<file path="config.mk">
export PLATFORM = sky130hd
export DESIGN_NAME = inst_fetch_buffer
export DESIGN_NICKNAME = d
export VERILOG_FILES = /design/src/rtl/inst_fetch_buffer_pkg.sv /design/src/rtl/inst_fetch_buffer_fifo.sv /design/src/rtl/inst_fetch_buffer.sv
export SDC_FILE = /design/constraint.sdc
export NUM_CORES = 1
export LEC_CHECK = 0
export CAP_MARGIN = 10
export CORE_MARGIN = 8
export CORE_UTILIZATION = 55
export DETAILED_ROUTE_END_ITERATION = 10
export PLACE_DENSITY = 0.83
export SLEW_MARGIN = 25
export SYNTH_ARGS = -nofsm -noshare
export SYNTH_HDL_FRONTEND = slang
export SYNTH_SLANG_ARGS = --single-unit
</file>
<file path="constraint.sdc">
create_clock -name clk_i -period 18.9 [get_ports clk_i]
set_input_delay 3.78 -clock clk_i [delete_from_list [all_inputs] [get_ports clk_i]]
set_output_delay 3.78 -clock clk_i [all_outputs]
set_load 0.1 [all_outputs]
</file>
<file path="src/rtl/inst_fetch_buffer_pkg.sv">
// Shared constants and types for the instruction-fetch buffer.
// DEF_* values mirror the core-wide XLEN / fetch-queue defaults.
package inst_fetch_buffer_pkg;

   localparam int          DEF_XLEN       = 32;
   localparam int          DEF_FIFO_DEPTH = 2;
   localparam logic [31:0] NOP_INST       = 32'h0000_0013;

   typedef enum logic [2:0] {
      RSP_NONE,
      RSP_KEEP,
      RSP_KILL,
      RSP_DROP,
      RSP_ERR
   } rsp_e;

endpackage

</file>
<file path="src/rtl/inst_fetch_buffer_fifo.sv">
// Generic synchronous FIFO with clear, used for pending PCs and fetched words.
// Head data is valid only while empty_o is low.
module fetch_fifo #(
   parameter int WIDTH = 32,
   parameter int DEPTH = 2,
   localparam int PW = (DEPTH > 1) ? $clog2(DEPTH) : 1,
   localparam int CW = $clog2(DEPTH + 1)
) (
   input  logic             clk_i,
   input  logic             rst_ni,
   input  logic             push_i,
   input  logic             pop_i,
   input  logic             clear_i,
   input  logic [WIDTH-1:0] data_i,
   output logic             full_o,
   output logic             empty_o,
   output logic [CW-1:0]    count_o,
   output logic [WIDTH-1:0] head_o
);

   logic [WIDTH-1:0] mem_q [DEPTH];
   logic [PW-1:0]    rptr_q, rptr_d;
   logic [PW-1:0]    wptr_q, wptr_d;
   logic [CW-1:0]    cnt_q, cnt_d;
   logic             do_push, do_pop;

   function automatic logic [PW-1:0] nxt(input logic [PW-1:0] p);
      return (p == PW'(DEPTH - 1)) ? '0 : p + 1'b1;
   endfunction

   assign full_o  = (cnt_q == CW'(DEPTH));
   assign empty_o = (cnt_q == '0);
   assign count_o = cnt_q;
   assign head_o  = mem_q[rptr_q];
   assign do_push = push_i & ~full_o & ~clear_i;
   assign do_pop  = pop_i & ~empty_o & ~clear_i;

   always_comb begin
      rptr_d = rptr_q;
      wptr_d = wptr_q;
      cnt_d  = cnt_q;
      if (clear_i) begin
         rptr_d = '0;
         wptr_d = '0;
         cnt_d  = '0;
      end else begin
         if (do_push) wptr_d = nxt(wptr_q);
         if (do_pop)  rptr_d = nxt(rptr_q);
         cnt_d = cnt_q + CW'(do_push) - CW'(do_pop);
      end
   end

   always_ff @(posedge clk_i) begin
      if (!rst_ni) begin
         rptr_q <= '0;
         wptr_q <= '0;
         cnt_q  <= '0;
      end else begin
         rptr_q <= rptr_d;
         wptr_q <= wptr_d;
         cnt_q  <= cnt_d;
      end
   end

   always_ff @(posedge clk_i) begin
      if (do_push) mem_q[wptr_q] <= data_i;
   end

endmodule

</file>
<file path="src/rtl/inst_fetch_buffer.sv">
// Fetch stage: issues ROM requests under a credit limit, pairs responses
// with their PC and queues them for decode; kills wrong-path fetches on jumps.
module inst_fetch_buffer
   import inst_fetch_buffer_pkg::*;
#(
   parameter int XLEN       = DEF_XLEN,
   parameter int FIFO_DEPTH = DEF_FIFO_DEPTH
) (
   input  logic            clk_i,
   input  logic            rst_ni,
   input  logic [XLEN-1:0] pc_i,
   input  logic            flush_i,
   output logic            stall_o,
   output logic            rom_req_o,
   output logic [XLEN-1:0] rom_addr_o,
   input  logic            rom_gnt_i,
   input  logic            rom_rvalid_i,
   input  logic [31:0]     rom_rdata_i,
   output logic            id_valid_o,
   input  logic            id_ready_i,
   output logic [31:0]     id_inst_o,
   output logic [XLEN-1:0] id_pc_o
);

   localparam int CW = $clog2(FIFO_DEPTH + 1);

   logic [CW-1:0]    out_cnt_q, out_cnt_d;
   logic [CW-1:0]    kill_cnt_q, kill_cnt_d;
   logic [CW-1:0]    inst_cnt, pend_cnt;
   logic [XLEN-1:0]  last_pc_q, last_pc_d;
   logic [XLEN-1:0]  pend_pc, head_pc;
   logic [XLEN+31:0] inst_head;
   logic [31:0]      head_inst;
   logic [CW:0]      load;
   logic             pop, credit, gnt, rsp_hit, keep;
   logic             pend_full, pend_empty, inst_full, inst_empty;
   rsp_e             rsp;

   // Credit covers in-flight requests plus queued words, so the queue never overflows.
   assign pop        = id_valid_o & id_ready_i;
   assign load       = {1'b0, out_cnt_q} + {1'b0, inst_cnt} - {{CW{1'b0}}, pop};
   assign credit     = load < (CW+1)'(FIFO_DEPTH);
   assign rom_req_o  = credit & ~flush_i & rst_ni;
   assign rom_addr_o = {pc_i[XLEN-1:2], 2'b00};
   assign gnt        = rom_req_o & rom_gnt_i;
   assign stall_o    = ~gnt;

   always_comb begin
      rsp = RSP_NONE;
      if (rst_ni && rom_rvalid_i) begin
         if (out_cnt_q == '0)       rsp = RSP_ERR;
         else if (kill_cnt_q != '0) rsp = RSP_KILL;
         else if (flush_i)          rsp = RSP_DROP;
         else                       rsp = RSP_KEEP;
      end
   end

   assign rsp_hit = (rsp != RSP_NONE) && (rsp != RSP_ERR);
   assign keep    = (rsp == RSP_KEEP);

   always_comb begin
      out_cnt_d  = out_cnt_q + CW'(gnt) - CW'(rsp_hit);
      kill_cnt_d = kill_cnt_q - CW'(rsp == RSP_KILL);
      if (flush_i) kill_cnt_d = out_cnt_q - CW'(rsp_hit);
      last_pc_d  = (pop && !flush_i) ? head_pc : last_pc_q;
   end

   always_ff @(posedge clk_i) begin
      if (!rst_ni) begin
         out_cnt_q  <= '0;
         kill_cnt_q <= '0;
         last_pc_q  <= '0;
      end else begin
         out_cnt_q  <= out_cnt_d;
         kill_cnt_q <= kill_cnt_d;
         last_pc_q  <= last_pc_d;
      end
   end

   fetch_fifo #(.WIDTH(XLEN), .DEPTH(FIFO_DEPTH)) u_pend_q (
      .clk_i   (clk_i),
      .rst_ni  (rst_ni),
      .push_i  (gnt),
      .pop_i   (keep),
      .clear_i (flush_i),
      .data_i  (pc_i),
      .full_o  (pend_full),
      .empty_o (pend_empty),
      .count_o (pend_cnt),
      .head_o  (pend_pc)
   );

   fetch_fifo #(.WIDTH(XLEN + 32), .DEPTH(FIFO_DEPTH)) u_inst_q (
      .clk_i   (clk_i),
      .rst_ni  (rst_ni),
      .push_i  (keep),
      .pop_i   (pop),
      .clear_i (flush_i),
      .data_i  ({pend_pc, rom_rdata_i}),
      .full_o  (inst_full),
      .empty_o (inst_empty),
      .count_o (inst_cnt),
      .head_o  (inst_head)
   );

   assign head_pc    = inst_head[XLEN+31:32];
   assign head_inst  = inst_head[31:0];
   assign id_valid_o = rst_ni & ~inst_empty;
   assign id_inst_o  = id_valid_o ? head_inst : NOP_INST;
   assign id_pc_o    = !rst_ni ? '0 : (id_valid_o ? head_pc : last_pc_q);

   always_ff @(posedge clk_i) begin
      if (rst_ni) begin
         assert (rsp != RSP_ERR);
         assert (!(gnt && pend_full));
         assert (!(keep && (pend_empty || inst_full)));
         assert (pend_cnt == out_cnt_q - kill_cnt_q);
      end
   end

endmodule
</file>
==> flow_metrics.tcl <==
set metrics [dict create \
    hold_path_class "reg -> reg" \
    antenna_violations_before_repair 0 \
    dieArea_um2 21900 \
    grt_setup_unrepaired "no" \
    post_route_cells_drive_above_1_share 0.105 \
    gp_routability_congestion 0.763 \
    die_w_um 148 \
    skew_ns 0.0133 \
    maxCapViolations 0 \
    crit_path_start_kind "primary input" \
    netlist.area_leader.share 0.602 \
    tightest_slew_ns 1.03 \
    hold_buffers 0 \
    layout.filler_cells 1152 \
    final-max-slew-violation-count 0 \
    crit_path_max_incr_delay_ns 1.15 \
    route.detailed.wl_per_inst_um 18.4 \
    run_status "complete, no violations" \
    synth_seq_cells 238 \
    irDropWorstVdd_mv 0.0745 \
    cts_tree "done" \
    synth-seq-area-share 0.698 \
    clk-insertion-delay-late_ns 0.50 \
    fraction_of_the_cycle_the_final_worst_path_needs 0.648 \
    grt_overflow 0 \
    largest_net_degree_at_the_start_of_global_routing 77 \
    drt_first_iter_violations 341 \
    wl_met3_um 1360 \
    critical_path_peak_fanout 76 \
    grt_pass1_wl_um 29400 \
    coreArea_um2 17200 \
    io_buffer_count 166 \
    required_ns 15.12 \
    cts_repair_resize_count 0 \
    cts_root_buffer "sky130_fd_sc_hd__clkbuf_16" \
    multiInputGateArea_um2 2470 \
    synthDominantAreaCellType "sky130_fd_sc_hd__edfxtp_1" \
    whs_ns 0.469 \
    detail_route.vias_per_cell 5.42 \
    synth_cell_type_count 34 \
    wirelength_met1_um 7980 \
    drtAntennaViolNets 0 \
    path_cells "buf_2 > buf_4 > nand2_1 > inv_1 > and2_1 > ha_1 > nand2b_1 > fa_1 > xnor2_1 > nor3b_1 > nand2_1 > clkdlybuf4s50_1" \
    path_clk_slew_ns 0.06 \
    drtPass1Iterations 4 \
    crit_path_end_kind "output pin" \
    ys_warn_count 0 \
    postCtsSetupRepairBufs 0 \
    dr_wl_met2_um 9160 \
    path_common_cell "sky130_fd_sc_hd__nand2_1" \
    syn_area_um2 9570 \
    period_needed_ns 12.25 \
    totalNegativeSetupSlack_ns 0 \
    timing.setup.critical_path_class "in -> out" \
    first_global_vias 5703 \
    cts_buf_count 24 \
    antenna_cells 0 \
    grt_usage 0.168 \
    timing.max_slew.rel_slack 0.312 \
    worst-endpoint-arrival_ns 8.47 \
    remaining_drc_errors 0 \
    starting_utilization_of_the_core_area 0.557 \
    postSynthCellCount 646 \
    dp_hpwl_um 12300 \
    timing_hold_violations_final 0 \
    cts_sinks 238 \
    aggregate_routed_wire_length_um 18800 \
    power_density_nw_per_um2 93.7 \
    sequential_cell_area_um2 6690 \
    finalNetCount 855 \
    synth_to_final_area_change_pct 25.9 \
    synth.top_cells.by_area "sky130_fd_sc_hd__edfxtp_1, sky130_fd_sc_hd__dfxtp_1, sky130_fd_sc_hd__mux2i_1" \
    synth.avg_cell_area_um2 14.8 \
    cts-htree-levels 1 \
    routed-via-count 5520 \
    clock_path_buffers 3 \
    slowest_stage "sky130_fd_sc_hd__clkdlybuf4s50_1" \
    io-pin-count 169 \
    clock.fmax_mhz 81.6 \
    top_layer "met4" \
    report.final.setup_viol 0 \
    static-leakage-power_nw 4.28 \
    die_h_um 148 \
    core.rowCount 48 \
]
[per-layer routing]
metal | GRT usage | up-vias
met1 | 0.208 | 2695
met2 | 0.289 | 182
li1 | - | 2617
met4 | 0.0433 | 0
met3 | 0.0404 | 26
met5 | 0 | -
[critical path: cells and delay by family]
| kind | cells | cell delay, ns |
|---|---|---|
| buffers and inverters | 4 | 2.16 |
| and+or+nand+nor | 5 | 1.45 |
| adders and majority gates | 2 | 0.62 |
| xor gates and xnor gates | 1 | 0.40 |
[kinds of logic (layout without fill, tap and decap cells)]
group,after synthesis,in the layout,synth area share
AOI/OAI and AO/OA,76,76,0.0604
xor gates and xnor gates,10,10,0.00915
adders and majority gates,10,10,0.0139
buffers and inverters,81,227,0.0471
DFF,238,238,0.698
muxes,98,98,0.107
other,1,2,0.000392
and+or+nand+nor,132,132,0.0640
[worst paths after layout]
| check | startpoint | end | cells past startpoint | slack (ns) |
|---|---|---|---|---|
| max | rst_ni | stall_o | 12 | 6.65 |
| max reg2reg | u_inst_q.count_o[0] | u_pend_q.mem_q[1][4] | 10 | 13.90 |
| min | last_pc_q[16] | last_pc_q[16] | 2 | 0.47 |
| min reg2reg | last_pc_q[16] | last_pc_q[16] | 2 | 0.47 |
[sequential cells by signal, summed over array words and instances, names as in the netlist, named ones only]
signal	flops
u_pend_q.wptr_q	1
u_pend_q.count_o	2
last_pc_q	32
kill_cnt_q	2
u_pend_q.rptr_q	1
u_pend_q.mem_q	64
u_inst_q.wptr_q	1
out_cnt_q	2
u_inst_q.mem_q	128
u_inst_q.rptr_q	1
u_inst_q.count_o	2
[layout make-up]
cell class	count	area share
Timing Repair Buffer	172	0.145
Sequential cell	238	0.555
Multi-Input combinational cell	328	0.205
Clock buffer	33	0.0569
Clock inverter	11	0.0107
Inverter	11	0.00343
Tap cell	225	0.0234
[placed cells by master, fill, tap and decap left out, types with 3 or more instances in the layout]
master / synthesis / routed
sky130_fd_sc_hd__edfxtp_1: 192 / 192
sky130_fd_sc_hd__clkdlybuf4s50_1: 0 / 165
sky130_fd_sc_hd__mux2i_1: 66 / 66
sky130_fd_sc_hd__dfxtp_1: 46 / 44
sky130_fd_sc_hd__nor2_1: 38 / 38
sky130_fd_sc_hd__nand2_1: 38 / 38
sky130_fd_sc_hd__o211a_1: 33 / 33
sky130_fd_sc_hd__nand3_1: 34 / 33
sky130_fd_sc_hd__o21ai_0: 33 / 33
sky130_fd_sc_hd__mux2_2: 32 / 32
sky130_fd_sc_hd__clkbuf_16: 0 / 25
sky130_fd_sc_hd__inv_1: 11 / 11
sky130_fd_sc_hd__ha_1: 9 / 9
sky130_fd_sc_hd__xnor2_1: 8 / 8
sky130_fd_sc_hd__and2_1: 7 / 5
sky130_fd_sc_hd__clkinv_1: 0 / 5
sky130_fd_sc_hd__clkbuf_1: 15 / 5
sky130_fd_sc_hd__o211ai_1: 4 / 4
sky130_fd_sc_hd__a21oi_1: 3 / 3
sky130_fd_sc_hd__clkbuf_8: 0 / 3
sky130_fd_sc_hd__bufinv_16: 0 / 3
sky130_fd_sc_hd__buf_4: 32 / 3
[metrics by stage]
stage	util	area, um^2	worst slack, ns	power (mW)	std cells
global route	0.701	12000	6.38	1.16	1018
global placement	0.649	11200	6.84	0.661	971
finish	0.701	12000	6.65	1.13	1018
floorplan	-	9580	5.54	0.638	647
CTS	0.699	12000	6.66	1.14	1017
detailed placement	0.652	11200	6.67	0.663	973
[power breakdown]
group          leakage [nW]  total (mW)  switching (mW)  internal (mW)
clock                 0.390       0.477           0.183          0.294
sequential             2.10       0.572         0.00215          0.570
combinational          1.79      0.0803          0.0539         0.0264
[synth_stat cells, drive strengths merged]
cell type	number
a2111oi	1
a21oi	3
and2	7
and3	1
buf	55
clkbuf	15
conb	1
dfxtp	46
edfxtp	192
fa	1
ha	9
inv	11
mux2	32
mux2i	66
nand2	38
nand2b	2
nand3	34
nand4b	2
nor2	38
nor2b	2
nor3	2
nor3b	2
nor4	1
o211a	33
o211ai	4
o21ai	35
or2	1
or3	2
xnor2	8
xor2	2
(Power assumes the default switching activity.)
==> variant (config.mk and constraints unchanged) <==
The package constant `DEF_XLEN` goes from 32 to 64.
--- a/src/rtl/inst_fetch_buffer_pkg.sv
+++ b/src/rtl/inst_fetch_buffer_pkg.sv
@@ -2,7 +2,7 @@
 // DEF_* values mirror the core-wide XLEN / fetch-queue defaults.
 package inst_fetch_buffer_pkg;
 
-   localparam int          DEF_XLEN       = 32;
+   localparam int          DEF_XLEN       = 64;
    localparam int          DEF_FIFO_DEPTH = 2;
    localparam logic [31:0] NOP_INST       = 32'h0000_0013;
 
Ports: changed (resized id_pc_o, pc_i and rom_addr_o); port bits go from 169 to 265. The function was not compared with the original's and may differ.
==> variant against the original RTL <==
  * Total power rose by 67%
  * Synthesized area increased by 66%
  * Final cell count is 63% higher
  * Critical path type unchanged
  * Core utilization shrank 1.3 points
  * Setup slack gained 0.067 ns
  * Largest power group unchanged
  * Routed wire length up 80%
  * Final area increased by 63%
  * Sequential cell count up 160
==> variant: results (changes against the original RTL) <==
Routing usage on met1 - 22.78% (+2.0 points)
Fin Clk Skew - 0.01997 ns (+0.006691 ns)
Syn Area/Cell - 15.03 sq um (+1.4%)
Initial antenna violation count - 2 (+2)
WHS Endpoint - last_pc_q[62]
Worst path arrival time - 8.41 ns (-0.06 ns)
F_max - 82.06 MHz (+0.55%)
WHS Path Cells - 2 (unchanged)
Clock-cell share - 6.816% (+0.055 points)
Number of synthesized flops with an enable pin - 320 (+67%)
Place WS - 6.719 ns (+0.04479 ns)
Reg2Reg Depth - 11 (+1)
Met2 GRT Util - 33.78% (+4.9 points)
Largest regs - u_inst_q.mem_q x192, u_pend_q.mem_q x128, last_pc_q x64
Reg-to-reg endpoint - u_pend_q.mem_q[0][21]
Synth Area in Compound Gates - 6.690% (+0.65 points)
Buffers on Ports - 262 (+58%)
Leak - 0.007071 uW (+65%)
Num CTS Buffers - 40 (+67%)
Top post-synthesis cells by area - edfxtp_1 60%, dfxtp_1 9.8%, mux2i_1 6.2%
WL met2 - 17070 microns (+86%)
WL met1 - 13600 microns (+70%)
#MultiIn Comb - 520 (+59%)
Largest net degree at the start of global routing - 93 (+21%)
Count of different cell masters after synthesis - 37 (+8.8%)
DRT Pass-1 Iters - 5 (+1)
H-tree Lvls - 2 (+1)
XOR/XNOR Fraction of Synth Area - 0.5510% (-0.36 points)
RD Place Congestion - 0.7977 (+4.5%)
Worst R2R Setup Slack - 13.56 ns (-0.34 ns)
Peak supply drop - 0.07555 mV (+1.4%)
Final layout net count - 1354 (+58%)
Non-CTS buffers - 271 (+58%)
Final HPWL DP - 20630 microns (+68%)
GR Util met3 - 4.802% (+0.77 points)
Finished Layout Cells - 1658 (+63%)
Fraction of area in multi-input gates - 19.94% (-0.58 points)
1st-iter DRT viols - 633 (+86%)
Clock buffers - 48 (+45%)
Number of global-route vias before repair - 9557 (+68%)
Adder-cell share of the synthesized area - 0.8343% (-0.55 points)
Status - completed
Inst Count DP - 1583 (+63%)
First-pass GRT wire length - 51250 microns (+74%)
DR top layer - met5
Worst slew pin tran - 1.072 ns (+0.04436 ns)
Sequential fraction of the synthesis area - 70.27% (+0.42 points)
[variant: cell count changes after synthesis, moves of 33 or more]
cell and change:
nand2_1 +33, o211a_1 +33, buf_4 +37, o21ai_1 +61, edfxtp_1 +128
[variant: where the power goes]
group | switching (uW) | internal [uW] | total [uW]
clock network | 321 | 472 | 794
registers | 2.95 | 952 | 955
logic | 96.1 | 40.5 | 137
[variant: through the flow]
step | cell area [sq um] | power [uW] | hold slack [ns]
after CTS | 19640 | 1901 | 0.4610
final | 19660 | 1885 | 0.4611
after floorplan | 15900 | 1072 | 0.4413
after global placement | 18300 | 1107 | 0.4480
after global routing | 19660 | 1939 | 0.4817
after detailed placement | 18300 | 1110 | 0.4530
[variant: critical path: stages]
cell and delay, ns:
buf_4 0.63, nand2_1 0.83, inv_2 0.31, and2_1 0.20
ha_1 0.23, nand2b_1 0.16, fa_1 0.39, xnor2_1 0.38
nor3b_1 0.15, nand2_1 0.14, clkdlybuf4s50_1 1.14
